[src/rtl/painterengine_gpu_dma_pkg.sv]
// Shared definitions for the GPU DMA reader and writer: FSM codes, error codes, AXI constants.
package painterengine_gpu_dma_pkg;

  typedef enum logic [2:0] {
    ST_ROUTING     = 3'd0,
    ST_PARAM_CHECK = 3'd1,
    ST_CALC        = 3'd2,
    ST_ADDR        = 3'd3,
    ST_DATA        = 3'd4,
    ST_DONE        = 3'd6,
    ST_ERROR       = 3'd7
  } dma_state_t;

  typedef enum logic [2:0] {
    ERR_OK           = 3'd0,
    ERR_ROUTER       = 3'd1,
    ERR_ADDRESS      = 3'd2,
    ERR_AR_TIMEOUT   = 3'd3,
    ERR_DATA_TIMEOUT = 3'd4,
    ERR_RESP         = 3'd5,
    ERR_LAST         = 3'd6
  } dma_err_t;

  localparam logic [2:0]  AXI_SIZE_4B    = 3'b010;
  localparam logic [1:0]  AXI_BURST_INCR = 2'b01;
  localparam logic [3:0]  AXI_CACHE_MOD  = 4'b0010;
  localparam logic [15:0] TIMEOUT_LIMIT  = 16'hFFFF;

  // True when exactly one of the four router bits is set.
  function automatic logic is_onehot4(input logic [3:0] v);
    return (v != 4'd0) && ((v & (v - 4'd1)) == 4'd0);
  endfunction

  // Channel index of a one-hot router value (only meaningful when one-hot).
  function automatic logic [1:0] onehot_to_index(input logic [3:0] v);
    logic [1:0] idx;
    idx = 2'd0;
    if (v[1]) idx = 2'd1;
    if (v[2]) idx = 2'd2;
    if (v[3]) idx = 2'd3;
    return idx;
  endfunction

endpackage

[src/rtl/painterengine_gpu_dma_burst_calc.sv]
// Burst length for the next AXI burst: stays inside the current 1 KB page and never
// exceeds the words still to transfer. Result is always 1..256.
module painterengine_gpu_dma_burst_calc (
  input  logic [7:0]  i_addr_word,
  input  logic [7:0]  i_offset_word,
  input  logic [31:0] i_remain,
  output logic [8:0]  o_burstlen
);
  logic [7:0] w_page_pos;
  logic [8:0] w_aligned;

  // Words left in the 1 KB page, clipped to the remaining transfer length.
  always_comb begin
    w_page_pos = i_addr_word + i_offset_word;
    w_aligned  = 9'd256 - {1'b0, w_page_pos};
    o_burstlen = (i_remain < {23'd0, w_aligned}) ? i_remain[8:0] : w_aligned;
  end

endmodule

[src/rtl/painterengine_gpu_dma_reader.sv]
// AXI4 read master: fetches one channel's buffer and streams it to that channel's consumer.
module painterengine_gpu_dma_reader
  import painterengine_gpu_dma_pkg::*;
#(
  parameter int PARAM_DATA_ALIGN = 32
) (
  input  logic                          i_wire_clock,
  input  logic                          i_wire_reset,
  input  logic [3:0]                    i_wire_router,
  input  logic [127:0]                  i_wire_address,
  input  logic [127:0]                  i_wire_length,
  output logic [4*PARAM_DATA_ALIGN-1:0] o_wire_data,
  output logic [3:0]                    o_wire_data_valid,
  input  logic [3:0]                    i_wire_data_next,
  output logic                          o_wire_done,
  output logic                          o_wire_error,
  output logic [2:0]                    o_wire_error_type,
  output logic                          o_wire_M_AXI_ARID,
  output logic [31:0]                   o_wire_M_AXI_ARADDR,
  output logic [7:0]                    o_wire_M_AXI_ARLEN,
  output logic [2:0]                    o_wire_M_AXI_ARSIZE,
  output logic [1:0]                    o_wire_M_AXI_ARBURST,
  output logic                          o_wire_M_AXI_ARLOCK,
  output logic [3:0]                    o_wire_M_AXI_ARCACHE,
  output logic [2:0]                    o_wire_M_AXI_ARPROT,
  output logic [3:0]                    o_wire_M_AXI_ARQOS,
  output logic                          o_wire_M_AXI_ARVALID,
  input  logic                          i_wire_M_AXI_ARREADY,
  input  logic                          i_wire_M_AXI_RID,
  input  logic [PARAM_DATA_ALIGN-1:0]   i_wire_M_AXI_RDATA,
  input  logic [1:0]                    i_wire_M_AXI_RRESP,
  input  logic                          i_wire_M_AXI_RLAST,
  input  logic                          i_wire_M_AXI_RVALID,
  output logic                          o_wire_M_AXI_RREADY
);

  dma_state_t  r_state, w_state_next;
  dma_err_t    r_err, w_err_next;
  logic [1:0]  r_idx;
  logic [31:0] r_addr, r_len, r_offset, r_araddr;
  logic [8:0]  r_burstlen, r_beat;
  logic [7:0]  r_arlen;
  logic        r_arvalid;
  logic [15:0] r_timeout, w_timeout_next;

  logic [1:0]  w_route_idx;
  logic [8:0]  w_burstlen, w_burst_m1;
  logic [31:0] w_offset_sum;
  logic        w_ar_hs, w_r_hs, w_last_beat, w_timeout_hit, w_rready;
  logic [3:0]  w_valid;
  logic        w_unused;

  assign w_unused      = i_wire_M_AXI_RID;
  assign w_route_idx   = onehot_to_index(i_wire_router);
  assign w_burst_m1    = w_burstlen - 9'd1;
  assign w_offset_sum  = r_offset + {23'd0, r_burstlen};
  assign w_ar_hs       = (r_state == ST_ADDR) && r_arvalid && i_wire_M_AXI_ARREADY;
  assign w_r_hs        = (r_state == ST_DATA) && i_wire_M_AXI_RVALID && i_wire_data_next[r_idx];
  assign w_last_beat   = (r_beat == (r_burstlen - 9'd1));
  assign w_timeout_hit = (r_timeout == TIMEOUT_LIMIT) &&
                         ((r_state == ST_ADDR) || (r_state == ST_DATA));

  painterengine_gpu_dma_burst_calc u_burst_calc (
    .i_addr_word   (r_addr[9:2]),
    .i_offset_word (r_offset[7:0]),
    .i_remain      (r_len - r_offset),
    .o_burstlen    (w_burstlen)
  );

  // Next-state, error code, timeout count and the combinational R-channel handshake.
  always_comb begin
    w_state_next   = r_state;
    w_err_next     = r_err;
    w_timeout_next = 16'd0;
    w_rready       = 1'b0;
    w_valid        = 4'd0;
    case (r_state)
      ST_ROUTING: begin
        if (is_onehot4(i_wire_router)) begin
          w_state_next = ST_PARAM_CHECK;
        end else begin
          w_state_next = ST_ERROR;
          w_err_next   = ERR_ROUTER;
        end
      end
      ST_PARAM_CHECK: begin
        if ((r_addr[1:0] != 2'd0) || (r_len == 32'd0)) begin
          w_state_next = ST_ERROR;
          w_err_next   = ERR_ADDRESS;
        end else begin
          w_state_next = ST_CALC;
        end
      end
      ST_CALC: w_state_next = ST_ADDR;
      ST_ADDR: begin
        if (!i_wire_M_AXI_ARREADY) w_timeout_next = r_timeout + 16'd1;
        if (w_timeout_hit) begin
          w_state_next = ST_ERROR;
          w_err_next   = ERR_AR_TIMEOUT;
        end else if (w_ar_hs) begin
          w_state_next = ST_DATA;
        end
      end
      ST_DATA: begin
        w_rready        = i_wire_data_next[r_idx];
        w_valid[r_idx]  = i_wire_M_AXI_RVALID;
        if (!w_r_hs) w_timeout_next = r_timeout + 16'd1;
        if (w_timeout_hit) begin
          w_state_next = ST_ERROR;
          w_err_next   = ERR_DATA_TIMEOUT;
        end else if (w_r_hs) begin
          if (i_wire_M_AXI_RRESP[1]) begin
            w_state_next = ST_ERROR;
            w_err_next   = ERR_RESP;
          end else if (i_wire_M_AXI_RLAST != w_last_beat) begin
            w_state_next = ST_ERROR;
            w_err_next   = ERR_LAST;
          end else if (w_last_beat) begin
            w_state_next = (w_offset_sum >= r_len) ? ST_DONE : ST_CALC;
          end
        end
      end
      default: ;
    endcase
    if (w_state_next != r_state) w_timeout_next = 16'd0;
  end

  // State register and job datapath: channel latch, burst bookkeeping, AR request.
  always_ff @(posedge i_wire_clock) begin
    if (i_wire_reset) begin
      r_state    <= ST_ROUTING;
      r_err      <= ERR_OK;
      r_timeout  <= 16'd0;
      r_idx      <= 2'd0;
      r_addr     <= 32'd0;
      r_len      <= 32'd0;
      r_offset   <= 32'd0;
      r_burstlen <= 9'd0;
      r_beat     <= 9'd0;
      r_arvalid  <= 1'b0;
      r_araddr   <= 32'd0;
      r_arlen    <= 8'd0;
    end else begin
      r_state   <= w_state_next;
      r_err     <= w_err_next;
      r_timeout <= w_timeout_next;
      case (r_state)
        ST_ROUTING: begin
          r_idx  <= w_route_idx;
          r_addr <= i_wire_address[w_route_idx*32 +: 32];
          r_len  <= i_wire_length[w_route_idx*32 +: 32];
        end
        ST_PARAM_CHECK: r_offset <= 32'd0;
        ST_CALC: begin
          r_burstlen <= w_burstlen;
          r_arvalid  <= 1'b1;
          r_araddr   <= r_addr + {r_offset[29:0], 2'b00};
          r_arlen    <= w_burst_m1[7:0];
        end
        ST_ADDR: begin
          if (w_timeout_hit || w_ar_hs) r_arvalid <= 1'b0;
          if (w_ar_hs) r_beat <= 9'd0;
        end
        ST_DATA: begin
          if (!w_timeout_hit && w_r_hs) begin
            if (w_last_beat) r_offset <= w_offset_sum;
            else             r_beat   <= r_beat + 9'd1;
          end
        end
        default: ;
      endcase
    end
  end

  // Read data goes to the selected lane only.
  always_comb begin
    o_wire_data = '0;
    o_wire_data[r_idx*PARAM_DATA_ALIGN +: PARAM_DATA_ALIGN] = i_wire_M_AXI_RDATA;
  end

  assign o_wire_data_valid    = w_valid;
  assign o_wire_M_AXI_RREADY  = w_rready;
  assign o_wire_done          = (r_state == ST_DONE);
  assign o_wire_error         = (r_state == ST_ERROR);
  assign o_wire_error_type    = r_err;
  assign o_wire_M_AXI_ARID    = 1'b0;
  assign o_wire_M_AXI_ARADDR  = r_araddr;
  assign o_wire_M_AXI_ARLEN   = r_arlen;
  assign o_wire_M_AXI_ARSIZE  = AXI_SIZE_4B;
  assign o_wire_M_AXI_ARBURST = AXI_BURST_INCR;
  assign o_wire_M_AXI_ARLOCK  = 1'b0;
  assign o_wire_M_AXI_ARCACHE = AXI_CACHE_MOD;
  assign o_wire_M_AXI_ARPROT  = 3'd0;
  assign o_wire_M_AXI_ARQOS   = 4'd0;
  assign o_wire_M_AXI_ARVALID = r_arvalid;

endmodule
[config.mk]
export PLATFORM = sky130hd
export DESIGN_NAME = painterengine_gpu_dma_reader
export DESIGN_NICKNAME = d
export VERILOG_FILES = /design/src/rtl/painterengine_gpu_dma_pkg.sv /design/src/rtl/painterengine_gpu_dma_burst_calc.sv /design/src/rtl/painterengine_gpu_dma_reader.sv
export SDC_FILE = /design/constraint.sdc
export NUM_CORES = 1
export LEC_CHECK = 0
export ABC_AREA = 1
export BUFFER_PORTS_ARGS = -buffer_cell sky130_fd_sc_hd__buf_2
export CORE_AREA = 2 2 193 195
export DETAILED_ROUTE_END_ITERATION = 8
export DIE_AREA = 0 0 195 197
export PLACE_DENSITY = 0.8
export SYNTH_ARGS = -nofsm -noshare
export SYNTH_HDL_FRONTEND = slang
export SYNTH_SLANG_ARGS = --single-unit
[constraint.sdc]
create_clock -name i_wire_clock -period 4.65 [get_ports i_wire_clock]
set_input_delay 0.93 -clock i_wire_clock [delete_from_list [all_inputs] [get_ports i_wire_clock]]
set_output_delay 0.93 -clock i_wire_clock [all_outputs]
set_load 0.01 [all_outputs]
# Word level (Yosys, flattened, before mapping)
# Index checks and enable logic that the tools add are counted.
# totals
regBits	179
input_bits	304
out_inout_bits	197
elab_cells	121
# classes
add_sub_neg	11
magnitude_cmp	4
eq_ne	20
n_shift	4
muxes	41
bitwise_logic	3
reduce_logical	26
# op_table
cell	count
$shiftx 128x8->32	2
$and 128x128->128	1
$shift 32x34->128 const A	1
$shiftx 32x34->128	1
$mux 32	2
$pmux 32 s2	1
$mux 3	17
$mux 9	4
$neg 7->34	1
$add 32x32->32	1
$add 32x9->32	1
$ge 32x32->1	1
$logic_not 32->1	1
$lt 32x9->1	1
$mux 16	2
$pmux 16 s2	1
$sub 32x32->32	1
$pmux 9 s2	1
$add 16x1->16 const B	1
$eq 16x16->1 const B	1
$pmux 3 s5	1
$ne 2x2->1 const B	6
$pmux 3 s4	1
$add 9x1->9 const B	1
35 further kinds	58

# Longest topological paths before layout
# Gate-level depths: netlist (run 1).
# depth
ltp_word	11
mapped_depth	31

# Cells and area by module
# A second synthesis (run 1) with hierarchy kept.
# unflattened
hier_cells	2642
hier_area_um2	16518.3
# modules_own_cells
mod	n_inst	cells_per_inst	area_each_um2	seq_area_each_um2
painterengine_gpu_dma_reader	1	2456	15462.3	3583.4
painterengine_gpu_dma_burst_calc	1	186	1056.0	0.0

# Worst setup path before layout (run 1)
# No wires, ideal clock.
# synth_path
path_type	reg2reg
start	register r_burstlen[0]
end	register r_timeout[11]
arrival_ns	4.018
required_time_ns	4.586
slack_ns	0.568
stages_incl_launch_ff	28
n_path_buf	1
synth_period_minus_slack_ns	4.082
cell_sequence	dfxtp_1 > ha_1 > inv_1 > fa_1 > o21ai_2 > a21boi_1 > o21ai_2 > a21oi_1 > nor2_2 > nand3_1 > nor2_1 > nand2_1 > nor2_2 > nand4_1 > xor2_1 > ha_1 > nand2_1 > nor2_1 > a211oi_1 > o22ai_1 > a211oi_1 > nand3_1 > o21ai_0 > nand4_1 > nand2_1 > nand2_1 > buf_4 > nor2_1
# synth_via
elab_chain_len	11
elab_cells_between_ends	14
# synth_lines
element	line_no	text
from (decl)	painterengine_gpu_dma_reader.sv:41	logic [8:0] r_burstlen, r_beat;
from (signal assigned)	painterengine_gpu_dma_reader.sv:155	r_burstlen <= w_burstlen;
$add 32x9->32	painterengine_gpu_dma_reader.sv:56	assign w_offset_sum = r_offset + {23'd0, r_burstlen};
$ge 32x32->1	painterengine_gpu_dma_reader.sv:119	w_state_next = (w_offset_sum >= r_len) ? ST_DONE : ST_CALC;
$mux 3	painterengine_gpu_dma_reader.sv:119	
$mux 3	painterengine_gpu_dma_reader.sv:118	end else if (w_last_beat) begin
$mux 3 *	painterengine_gpu_dma_reader.sv:115	end else if (i_wire_M_AXI_RLAST != w_last_beat) begin
$mux 3 *	painterengine_gpu_dma_reader.sv:112	if (i_wire_M_AXI_RRESP[1]) begin
$mux 3 *	painterengine_gpu_dma_reader.sv:111	end else if (w_r_hs) begin
$mux 3 *	painterengine_gpu_dma_reader.sv:108	if (w_timeout_hit) begin
$pmux 3 s5 *	painterengine_gpu_dma_reader.sv:77	case (r_state)
$ne 3x3->1 *	painterengine_gpu_dma_reader.sv:125	if (w_state_next != r_state) w_timeout_next = 16'd0;
$reduce_or 2->1 (no source line) *	--	
to (signal assigned)	painterengine_gpu_dma_reader.sv:146	r_timeout <= w_timeout_next;
to (decl)	painterengine_gpu_dma_reader.sv:44	logic [15:0] r_timeout, w_timeout_next;
# Every way passes the cells marked *; elsewhere a longest branch is shown, timed or not.
# A chain may end at the register's enable or synchronous reset.

# Worst setup path in the final report (run 1)
# layout_path
start	register r_offset[0]
end	register r_timeout[7]
# layout_via
elab_chain_len	11
# layout_lines
element	line_no	text
from (decl)	painterengine_gpu_dma_reader.sv:40	logic [31:0] r_addr, r_len, r_offset, r_araddr;
from (signal assigned)	painterengine_gpu_dma_reader.sv:166	if (w_last_beat) r_offset <= w_offset_sum;
$add 32x9->32	painterengine_gpu_dma_reader.sv:56	
$ge 32x32->1	painterengine_gpu_dma_reader.sv:119	
$mux 3	painterengine_gpu_dma_reader.sv:119	
$mux 3	painterengine_gpu_dma_reader.sv:118	
$mux 3	painterengine_gpu_dma_reader.sv:115	
$mux 3	painterengine_gpu_dma_reader.sv:112	
$mux 3	painterengine_gpu_dma_reader.sv:111	
$mux 3	painterengine_gpu_dma_reader.sv:108	
$pmux 3 s5	painterengine_gpu_dma_reader.sv:77	
$ne 3x3->1	painterengine_gpu_dma_reader.sv:125	
$reduce_or 2->1 (no source line)	--	
# Every way passes these cells.

==> results of run 1 <==
==> stage by stage <==
step / setup slack, ps / instances / utilization, %
after floorplan: 568 / 2668 / -
after global placement: 149 / 3542 / 52.5
after detailed placement: 37.8 / 3542 / 52.5
after CTS: 58.0 / 3572 / 54.0
after global routing: 3.32 / 3575 / 54.3
final: 289 / 3576 / 54.3
==> placed cells by master (no fill, tap or decap), types with 7 or more instances in the layout <==
| master | count |
|---|---|
| a211oi_1 | 38 |
| a21oi_1 | 150 |
| a22oi_1 | 13 |
| a31oi_1 | 26 |
| and2_1 | 9 |
| buf_2 | 480 |
| buf_4 | 50 |
| clkbuf_16 | 17 |
| conb_1 | 18 |
| dfxtp_1 | 178 |
| ha_1 | 121 |
| inv_1 | 355 |
| inv_2 | 17 |
| nand2_1 | 520 |
| nand2_2 | 16 |
| nand3_1 | 74 |
| nand3b_1 | 11 |
| nand4_1 | 27 |
| nor2_1 | 432 |
| nor2_2 | 15 |
| nor2_4 | 7 |
| nor3_1 | 69 |
| nor4_1 | 14 |
| o211ai_1 | 15 |
| o21ai_0 | 213 |
| o21bai_1 | 21 |
| o221ai_1 | 14 |
| o22ai_1 | 33 |
| xnor2_1 | 23 |
| xor2_1 | 64 |
==> cell families after synthesis <==
| logic type | synth area share (%) |
|---|---|
| AND/OR/NAND/NOR | 31.3 |
| adder cells (fa/ha/maj) | 9.77 |
| buffers and inverters | 12.1 |
| XOR/XNOR | 4.73 |
| flip-flops | 22.2 |
| other | 0.0466 |
| AO/OA/AOI/OAI | 19.9 |
==> routing by layer <==
layer,track usage (%),up-vias
li1,-,9504
met1,36.4,8455
met2,56.8,790
met3,4.72,103
met4,12.5,2
met5,0,-
==> final cells by class <==
type	instances	area [um2]
antenna	2	5.00
inverter	374	1400
clock buffer	18	439
clock inverter	12	123
fill	3724	16600
tap	468	586
multi-input combinational	1992	10700
timing repair buffer	531	2800
sequential	179	3580
==> worst min-delay path by stage <==
stage	startpoint	to	slack [ps]	depth (start not counted)
6_report	r_timeout[0]	r_timeout[0]	440	1
5_1_grt	r_timeout[0]	r_timeout[0]	480	1
4_1_cts	r_timeout[0]	r_timeout[0]	450	1
3_5_place_dp	r_timeout[0]	r_timeout[0]	440	1
3_3_place_gp	r_timeout[0]	r_timeout[0]	430	1
2_1_floorplan	r_timeout[0]	r_timeout[0]	420	1
==> state kept, by name, indices dropped and copies added (netlist names) <==
signal	count
o_wire_M_AXI_ARADDR	32
o_wire_M_AXI_ARLEN	8
o_wire_M_AXI_ARVALID	1
o_wire_error_type	3
r_addr	32
r_beat	9
r_burstlen	9
r_idx	2
r_len	32
r_offset	32
r_state	3
r_timeout	16
==> repair_timing <==
action / in CTS / in global routing
gates resized for setup: 1 / 17
setup endpoints to repair: 1 / 18
setup buffers: 0 / 2
pin swaps: 0 / 7
==> power breakdown <==
| part | leakage [nW] | internal [mW] | switching [mW] |
|---|---|---|---|
| Sequential | 1.47 | 1.98 | 0.415 |
| Clock | 0.274 | 0.757 | 0.678 |
| Combinational | 8.51 | 2.73 | 5.41 |
| Total | 10.2 | 5.46 | 6.51 |
==> metrics.txt, run 1 <==
DR WL met2 30400 um; maximum fanout along the worst path 16; drt first pass iters 5; Critical Path AT 4750 ps; top-count cell post-synth nand2_1; fin area 19700 um2; routability cong. 0.959; # nets final 3523; Cells after Synth 2652; crit end category flip-flop; placed instance area 19000 um2; pin count of the biggest net entering global routing 71; clk slew on worst S/H paths 70 ps; Max Clock Skew 14.4 ps; synthesized area 16100 um2; distinct cell type count after synthesis 53; I/O pin count 501; Main synth FF type dfxtp_1; end of the critical path r_timeout[7]; critical path type reg2reg; reg2reg end r_timeout[7]; WP depth 28; Max Fclk 229 MHz; critical path launch point type flip-flop; overall power 12.0 mW; final wirelength 61500 um; sequential area share after synthesis 22.2%; H-tree depth 4; Critical Path RT 5040 ps; met3 WL 4170 um; dominant delay contributor by cell family on the critical path simple AND/OR/NAND/NOR gates; hpwl dp 50300 um; Syn. warnings 0; DIE AREA 38400 um2; Worst path slowest cell fa_2; wire length on met1 24500 um; R2R Setup Slk 290 ps; CTS buffer count 17; GRT Util Overall 31.1%; Worst Path Buf+Inv 3; crit-path max cell delay 360 ps; Hold WS 443 ps; die height 197 um; syn_area_per_cell 6.07 um2; Clk Latency, worst-skew pair 460 ps; initial antenna violation count 4; TritonCTS clock tree built; max cap viols 0; Max-slew headroom 21.4%; CTS sink cnt 179; Die Wd 195 um; fin. max-slew vios 0; antenna-violating nets left 0; min-delay worst type reg2reg; DR vias/cell 5.27; crit path time final 4360 ps; dominant cell type by area after synthesis dfxtp_1; Post-route DRC 0; Port Buffers 480; Synth top cells by count 522 x nand2_1, 436 x nor2_1, 356 x inv_1; worst slew pin tran 1180 ps; aggregate global routing overflow 0; Hold Buf Count CTS 0; DR vias 18900; CTS max path bufs 2; total negative slack 0 ps; layout cells sized above 1 20.6%; final number of setup-violating endpoints 0; RSZ-0062 raised after global routing false; Core Box Area 36300 um2; status finished, final reports clean; peak supply drop 0.000432 V; Area Growth Syn to Fin 22.1%; clk root buf clkbuf_16; Starting Density 44.4%; async set or reset register ratio after synthesis 0%; final hold vios 0; R2R depth 28; Final period util 93.8%; Reg-to-Reg Start r_offset[0]; Highest Signal Layer met5; CP startpoint r_offset[0]; Yosys reg bits 179; global-route wire length before repair 93300 um; Leak 10.2 nW; DR iter-0 viols 1442; CP most frequent cell nand2_1; share of the synthesized area in the top cell type 22.2%; number of global-route vias before repair 17200; pwr dens 608 nW/um2; top post-synthesis cells by area dfxtp_1 22%, nand2_1 12%, nor2_1 10%; Core Rows 70; DR WL/cell 17.2 um; Post-synth EDFFs 0
(Power assumes the default switching activity.)
==> run 2, diff against run 1 <==
--- a/config.mk
+++ b/config.mk
@@ -7,10 +7,10 @@
 export LEC_CHECK = 0
 export ABC_AREA = 1
 export BUFFER_PORTS_ARGS = -buffer_cell sky130_fd_sc_hd__buf_2
-export CORE_AREA = 2 2 193 195
+export CORE_ASPECT_RATIO = 0.8
+export CORE_UTILIZATION = 45
 export DETAILED_ROUTE_END_ITERATION = 8
-export DIE_AREA = 0 0 195 197
-export PLACE_DENSITY = 0.8
+export PLACE_DENSITY = 0.81
 export SYNTH_ARGS = -nofsm -noshare
 export SYNTH_HDL_FRONTEND = slang
 export SYNTH_SLANG_ARGS = --single-unit
==> run 2 against run 1 <==
Effect of this change:
- routed wire length down 2.0%
- global-route usage up 0.58 points
- combinational power down 0.7%
- final area up 0.81%
- clock-buffer cell count unchanged
==> metrics.txt, run 2 (synthesized netlist as in run 1, its figures left out) <==
status finished, final reports clean (unchanged); Core Rows 61 (was 70); die height 171 um (was 197 um); final number of setup-violating endpoints 0 (unchanged); Leak 10.3 nW (was 10.2 nW); H-tree depth 4 (unchanged); routability cong. 1.04 (was 0.959); antenna-violating nets left 0 (unchanged); aggregate global routing overflow 0 (unchanged); GRT Util Overall 31.7% (was 31.1%); critical path launch point type flip-flop (unchanged); CTS buffer count 17 (unchanged); worst slew pin tran 1150 ps (was 1180 ps); Critical Path AT 4810 ps (was 4750 ps); TritonCTS clock tree built (unchanged); Clk Latency, worst-skew pair 450 ps (was 460 ps); min-delay worst type reg2reg (unchanged); Max Clock Skew 12.0 ps (was 14.4 ps); non-filler instance count after layout 3583 (was 3576); Starting Density 46.0% (was 44.4%); RSZ-0062 raised after global routing true (was false); Worst path slowest cell ha_1 (was fa_2); Seq pwr share 19.9% (was 20.0%); final design utilization 56.6% (was 54.3%); crit end category flip-flop (unchanged); placed cell count 3536 (was 3542); Worst Path Buf+Inv 3 (unchanged); maximum fanout along the worst path 8 (was 16); DIE AREA 36600 um2 (was 38400 um2); crit-path max cell delay 370 ps (was 360 ps); Die Wd 214 um (was 195 um); final hold vios 0 (unchanged); commonest non-fill, non-tap cell in the layout nand2_1 (unchanged); Switching Share 53.9% (was 54.3%); Max Fclk 227 MHz (was 229 MHz); # nets final 3521 (was 3523); critical path type reg2reg (unchanged); placed instance area 19000 um2 (about the same); Max-slew headroom 23.3% (was 21.4%); Hold Buf Count CTS 0 (unchanged); combinational share of power 67.4% (was 68.0%); Final period util 94.8% (was 93.8%); pwr dens 605 nW/um2 (was 608 nW/um2); clk root buf clkbuf_16 (unchanged); peak supply drop 0.000426 V (was 0.000432 V); max cap viols 0 (unchanged); Area Growth Syn to Fin 23.1% (was 22.1%); layout cells sized above 1 21.2% (was 20.6%); crit path time final 4410 ps (was 4360 ps); DR vias 19100 (was 18900); Clock Power Share 12.7% (was 12.0%); Critical Path RT 5050 ps (was 5040 ps); fin. max-slew vios 0 (unchanged); Core Box Area 35000 um2 (was 36300 um2); final wirelength 60300 um (was 61500 um); DR iter-0 viols 1586 (was 1442); DR WL/cell 16.8 um (was 17.2 um); I/O pin count 501 (unchanged); pin count of the biggest net entering global routing 86 (was 71); fin area 19800 um2 (was 19700 um2); highest-count cells in the layout ignoring fill and taps 519 x nand2_1, 480 x buf_2, 423 x nor2_1 (was 520 x nand2_1, 480 x buf_2, 432 x nor2_1); drt first pass iters 5 (unchanged); Net Switching 6.46 mW (was 6.51 mW); Post-route DRC 0 (unchanged); global-route wire length before repair 89400 um (was 93300 um); Port Buffers 480 (unchanged); number of global-route vias before repair 16800 (was 17200); DR vias/cell 5.33 (was 5.27); CTS max path bufs 2 (unchanged); clk slew on worst S/H paths 80 ps (was 70 ps); initial antenna violation count 5 (was 4); Pint 5.53 mW (was 5.46 mW); CTS sink cnt 179 (unchanged); dominant delay contributor by cell family on the critical path simple AND/OR/NAND/NOR gates (unchanged); hpwl dp 48100 um (was 50300 um)
## run 2: through the flow
stage	power, mW	hold slack [ps]	setup TNS [ps]	setup WS, ps
after floorplan	7.98	418	0	568
after global placement	10.1	430	0	187
after detailed placement	10.2	440	0	88.7
after CTS	11.8	450	0	64.2
after global routing	13.1	462	-761	-62.6
final	12.0	447	0	241
## run 2: timing repair
item / CTS / global route
buffers inserted: 0 / 9
endpoints found under the setup margin: 0 / 18
gates resized for setup: 0 / 45
## run 2: path summary, 6_finish.rpt
check | depth (start not counted) | end | slack [ps] | from
setup / recovery | 27 | r_timeout[0] | 240 | r_burstlen[3]
setup reg to reg | 27 | r_timeout[0] | 240 | r_burstlen[3]
hold / removal | 1 | r_timeout[0] | 450 | r_timeout[0]
hold reg to reg | 1 | r_timeout[0] | 450 | r_timeout[0]
## run 2: final cells by class
| cell class | count | area (um2) |
|---|---|---|
| clock inverters | 14 | 169 |
| diodes | 5 | 12.5 |
| flip-flops and latches | 179 | 3590 |
| fillers | 3466 | 15200 |
| repair buffers | 529 | 2800 |
| inverters | 374 | 1400 |
| multi-input cells | 1992 | 10800 |
| clock buffers | 18 | 439 |
| well taps | 472 | 591 |
## run 2: power groups by stage
stage | clock (mW) | sequential (mW) | combinational, mW
after floorplan | 0 | 2.31 | 5.67
after global placement | 0 | 2.38 | 7.75
after detailed placement | 0 | 2.39 | 7.85
after CTS | 1.53 | 2.36 | 7.90
after global routing | 1.60 | 2.42 | 9.06
final | 1.52 | 2.39 | 8.08
## run 2: routing by layer
| layer | track usage, % | up-vias | wire [um] |
|---|---|---|---|
| li1 | - | 9506 | - |
| met4 | 16.4 | 2 | 3160 |
| met2 | 52.5 | 929 | 27400 |
| met5 | 0 | - | 12 |
| met1 | 39.4 | 8506 | 24800 |
| met3 | 5.37 | 141 | 4940 |
==> run 3, diff against run 2 <==
--- a/config.mk
+++ b/config.mk
@@ -10,6 +10,7 @@
 export CORE_ASPECT_RATIO = 0.8
 export CORE_UTILIZATION = 45
 export DETAILED_ROUTE_END_ITERATION = 8
+export HOLD_SLACK_MARGIN = 0.03
 export PLACE_DENSITY = 0.81
 export SYNTH_ARGS = -nofsm -noshare
 export SYNTH_HDL_FRONTEND = slang
==> constraint.sdc (replaced) <==
create_clock -name i_wire_clock -period 4.65 [get_ports i_wire_clock]
set_input_delay 0.93 -clock i_wire_clock [delete_from_list [all_inputs] [get_ports i_wire_clock]]
set_output_delay 0.93 -clock i_wire_clock [all_outputs]
set_load 0.05 [all_outputs]
==> run 3 against run 2 <==
Effect of this change:
- setup slack better by 26 ps
- via count barely moved
- power increased by 6.9%
- register-to-register slack gained 30 ps
- worst hold slack gained 2.4 ps
- combinational power grew 12%
- fmax is 0.59% higher
- clock-buffer cell count unchanged
- sequential cell count unchanged
- first-iteration DRC count up 6.1%
- global-route usage fell by 0.29 points
- critical path type unchanged
==> metrics.txt, run 3 (synthesized netlist as in run 1, its figures left out) <==
antenna-violating nets left 0 (unchanged); Clock Power Share 11.1% (was 12.7%); critical path launch point type flip-flop (unchanged); commonest non-fill, non-tap cell in the layout nand2_1 (unchanged); final wirelength 59700 um (was 60300 um); Worst path slowest cell fa_2 (was ha_1); CP most frequent cell nand2_1; GRT Util Overall 31.4% (was 31.7%); CTS max path bufs 2 (unchanged); Place WS 97.5 ps (was 88.7 ps); peak supply drop 0.000444 V (was 0.000426 V); Max Fclk 228 MHz (was 227 MHz); Max-slew headroom 22.2% (was 23.3%); DR vias 19100 (about the same); crit end category flip-flop (unchanged); Switching Share 57.9% (was 53.9%); pin count of the biggest net entering global routing 83 (was 86); # nets final 3518 (was 3521); DR vias/cell 5.34 (was 5.33); Post-route DRC 0 (unchanged); drt first pass iters 5 (unchanged); placed cell count 3536 (unchanged); highest-count cells in the layout ignoring fill and taps 520 x nand2_1, 480 x buf_2, 431 x nor2_1 (was 519 x nand2_1, 480 x buf_2, 423 x nor2_1); worst slew pin tran 1170 ps (was 1150 ps); die height 171 um (unchanged); hpwl dp 47900 um (was 48100 um); routability cong. 1.03 (was 1.04); pwr dens 652 nW/um2 (was 605 nW/um2); fin. max-slew vios 0 (unchanged); combinational share of power 70.3% (was 67.4%); Seq pwr share 18.6% (was 19.9%); clk slew on worst S/H paths 70 ps (was 80 ps); Core Box Area 35000 um2 (unchanged); final design utilization 56.1% (was 56.6%); non-filler instance count after layout 3577 (was 3583); Die Wd 214 um (unchanged); Max Clock Skew 16.4 ps (was 12.0 ps); H-tree depth 4 (unchanged); total negative slack 0 ps (unchanged); clk root buf clkbuf_16 (unchanged); CTS buffer count 17 (unchanged); final hold vios 0 (unchanged); aggregate global routing overflow 0 (unchanged); Critical Path RT 5040 ps (was 5050 ps); number of global-route vias before repair 16700 (was 16800); Core Rows 61 (unchanged); crit-path max cell delay 360 ps (was 370 ps); fin worst setup slack 267 ps (was 241 ps); DR WL/cell 16.7 um (was 16.8 um); CTS sink cnt 179 (unchanged); Clk Latency, worst-skew pair 460 ps (was 450 ps); TritonCTS clock tree built (unchanged); Hold WS 450 ps (was 447 ps); Port Buffers 480 (unchanged); Area Growth Syn to Fin 22.0% (was 23.1%); global-route wire length before repair 88800 um (was 89400 um); min-delay worst type reg2reg (unchanged); maximum fanout along the worst path 8 (unchanged); Starting Density 46.0% (unchanged); Leak 10.2 nW (was 10.3 nW); Pint 5.40 mW (was 5.53 mW); DIE AREA 36600 um2 (unchanged); max cap viols 0 (unchanged); initial antenna violation count 3 (was 5); critical path type reg2reg (unchanged); Net Switching 7.41 mW (was 6.46 mW); DR iter-0 viols 1682 (was 1586); crit path time final 4380 ps (was 4410 ps); status finished, final reports clean (unchanged); Critical Path AT 4780 ps (was 4810 ps); final number of setup-violating endpoints 0 (unchanged); I/O pin count 501 (unchanged); Final period util 94.3% (was 94.8%); layout cells sized above 1 20.5% (was 21.2%)
==> run 3: cell types whose count changed in the layout (fill, tap and decap cells not counted), moves of 3 or more <==
cell     delta
dfxtp_2     -3
dfxtp_1     +3
nor2_1      +8
nor2_4      -6
==> run 3: layout make-up <==
cell class / count / area (um2)
fillers: 3516 / 15400
well taps: 472 / 591
inverters: 374 / 1400
flip-flops and latches: 179 / 3580
clock buffers: 18 / 439
repair buffers: 526 / 2750
diodes: 3 / 7.51
multi-input cells: 1992 / 10700
clock inverters: 13 / 121
==> run 3: through the flow <==
| step | power (mW) | cell area (um2) |
|---|---|---|
| floorplan | 8.95 | 16200 |
| global route | 13.9 | 19600 |
| detailed placement | 11.2 | 18900 |
| global placement | 11.1 | 18900 |
| CTS | 12.6 | 19500 |
| finish | 12.8 | 19600 |
==> run 3: final timing paths <==
check	startpoint	to	slack, ps	cells past startpoint
max reg2reg	r_offset[0]	r_timeout[12]	270	28
min	r_timeout[0]	r_timeout[0]	450	1
max	r_offset[0]	r_timeout[12]	270	28
min reg2reg	r_timeout[0]	r_timeout[0]	450	1
==> run 3: power by group through the flow <==
stage	clock network (mW)	logic [mW]	registers [mW]
floorplan	0	6.24	2.71
global placement	0	8.69	2.38
detailed placement	0	8.78	2.39
CTS	1.42	8.83	2.36
global route	1.49	9.99	2.42
finish	1.42	9.01	2.39
==> run 3: what timing repair did <==
item,in CTS,in global routing
buffers inserted,0,7
resized for setup,0,19
hold buffers,0,0
endpoints found under the setup margin,0,19
==> run 3: critical path: cells and delay by family (launching register included) <==
kind,cells,cell delay (ps)
adder cells (fa/ha/maj),3,810
AND/OR/NAND/NOR,13,1370
buffers and inverters,3,400
flip-flops,1,340
AO/OA/AOI/OAI,8,1170
XOR/XNOR,1,220
==> run 3: layer usage <==
layer  global-route usage, %  vias to the layer above  part of all wire (%)
met1                    39.0                     8527                    41
met2                    53.3                      932                    46
met4                    13.1                        0                   4.2
met5                       0                        -                     0
met3                    5.51                      130                   8.2
li1                        -                     9502                     -
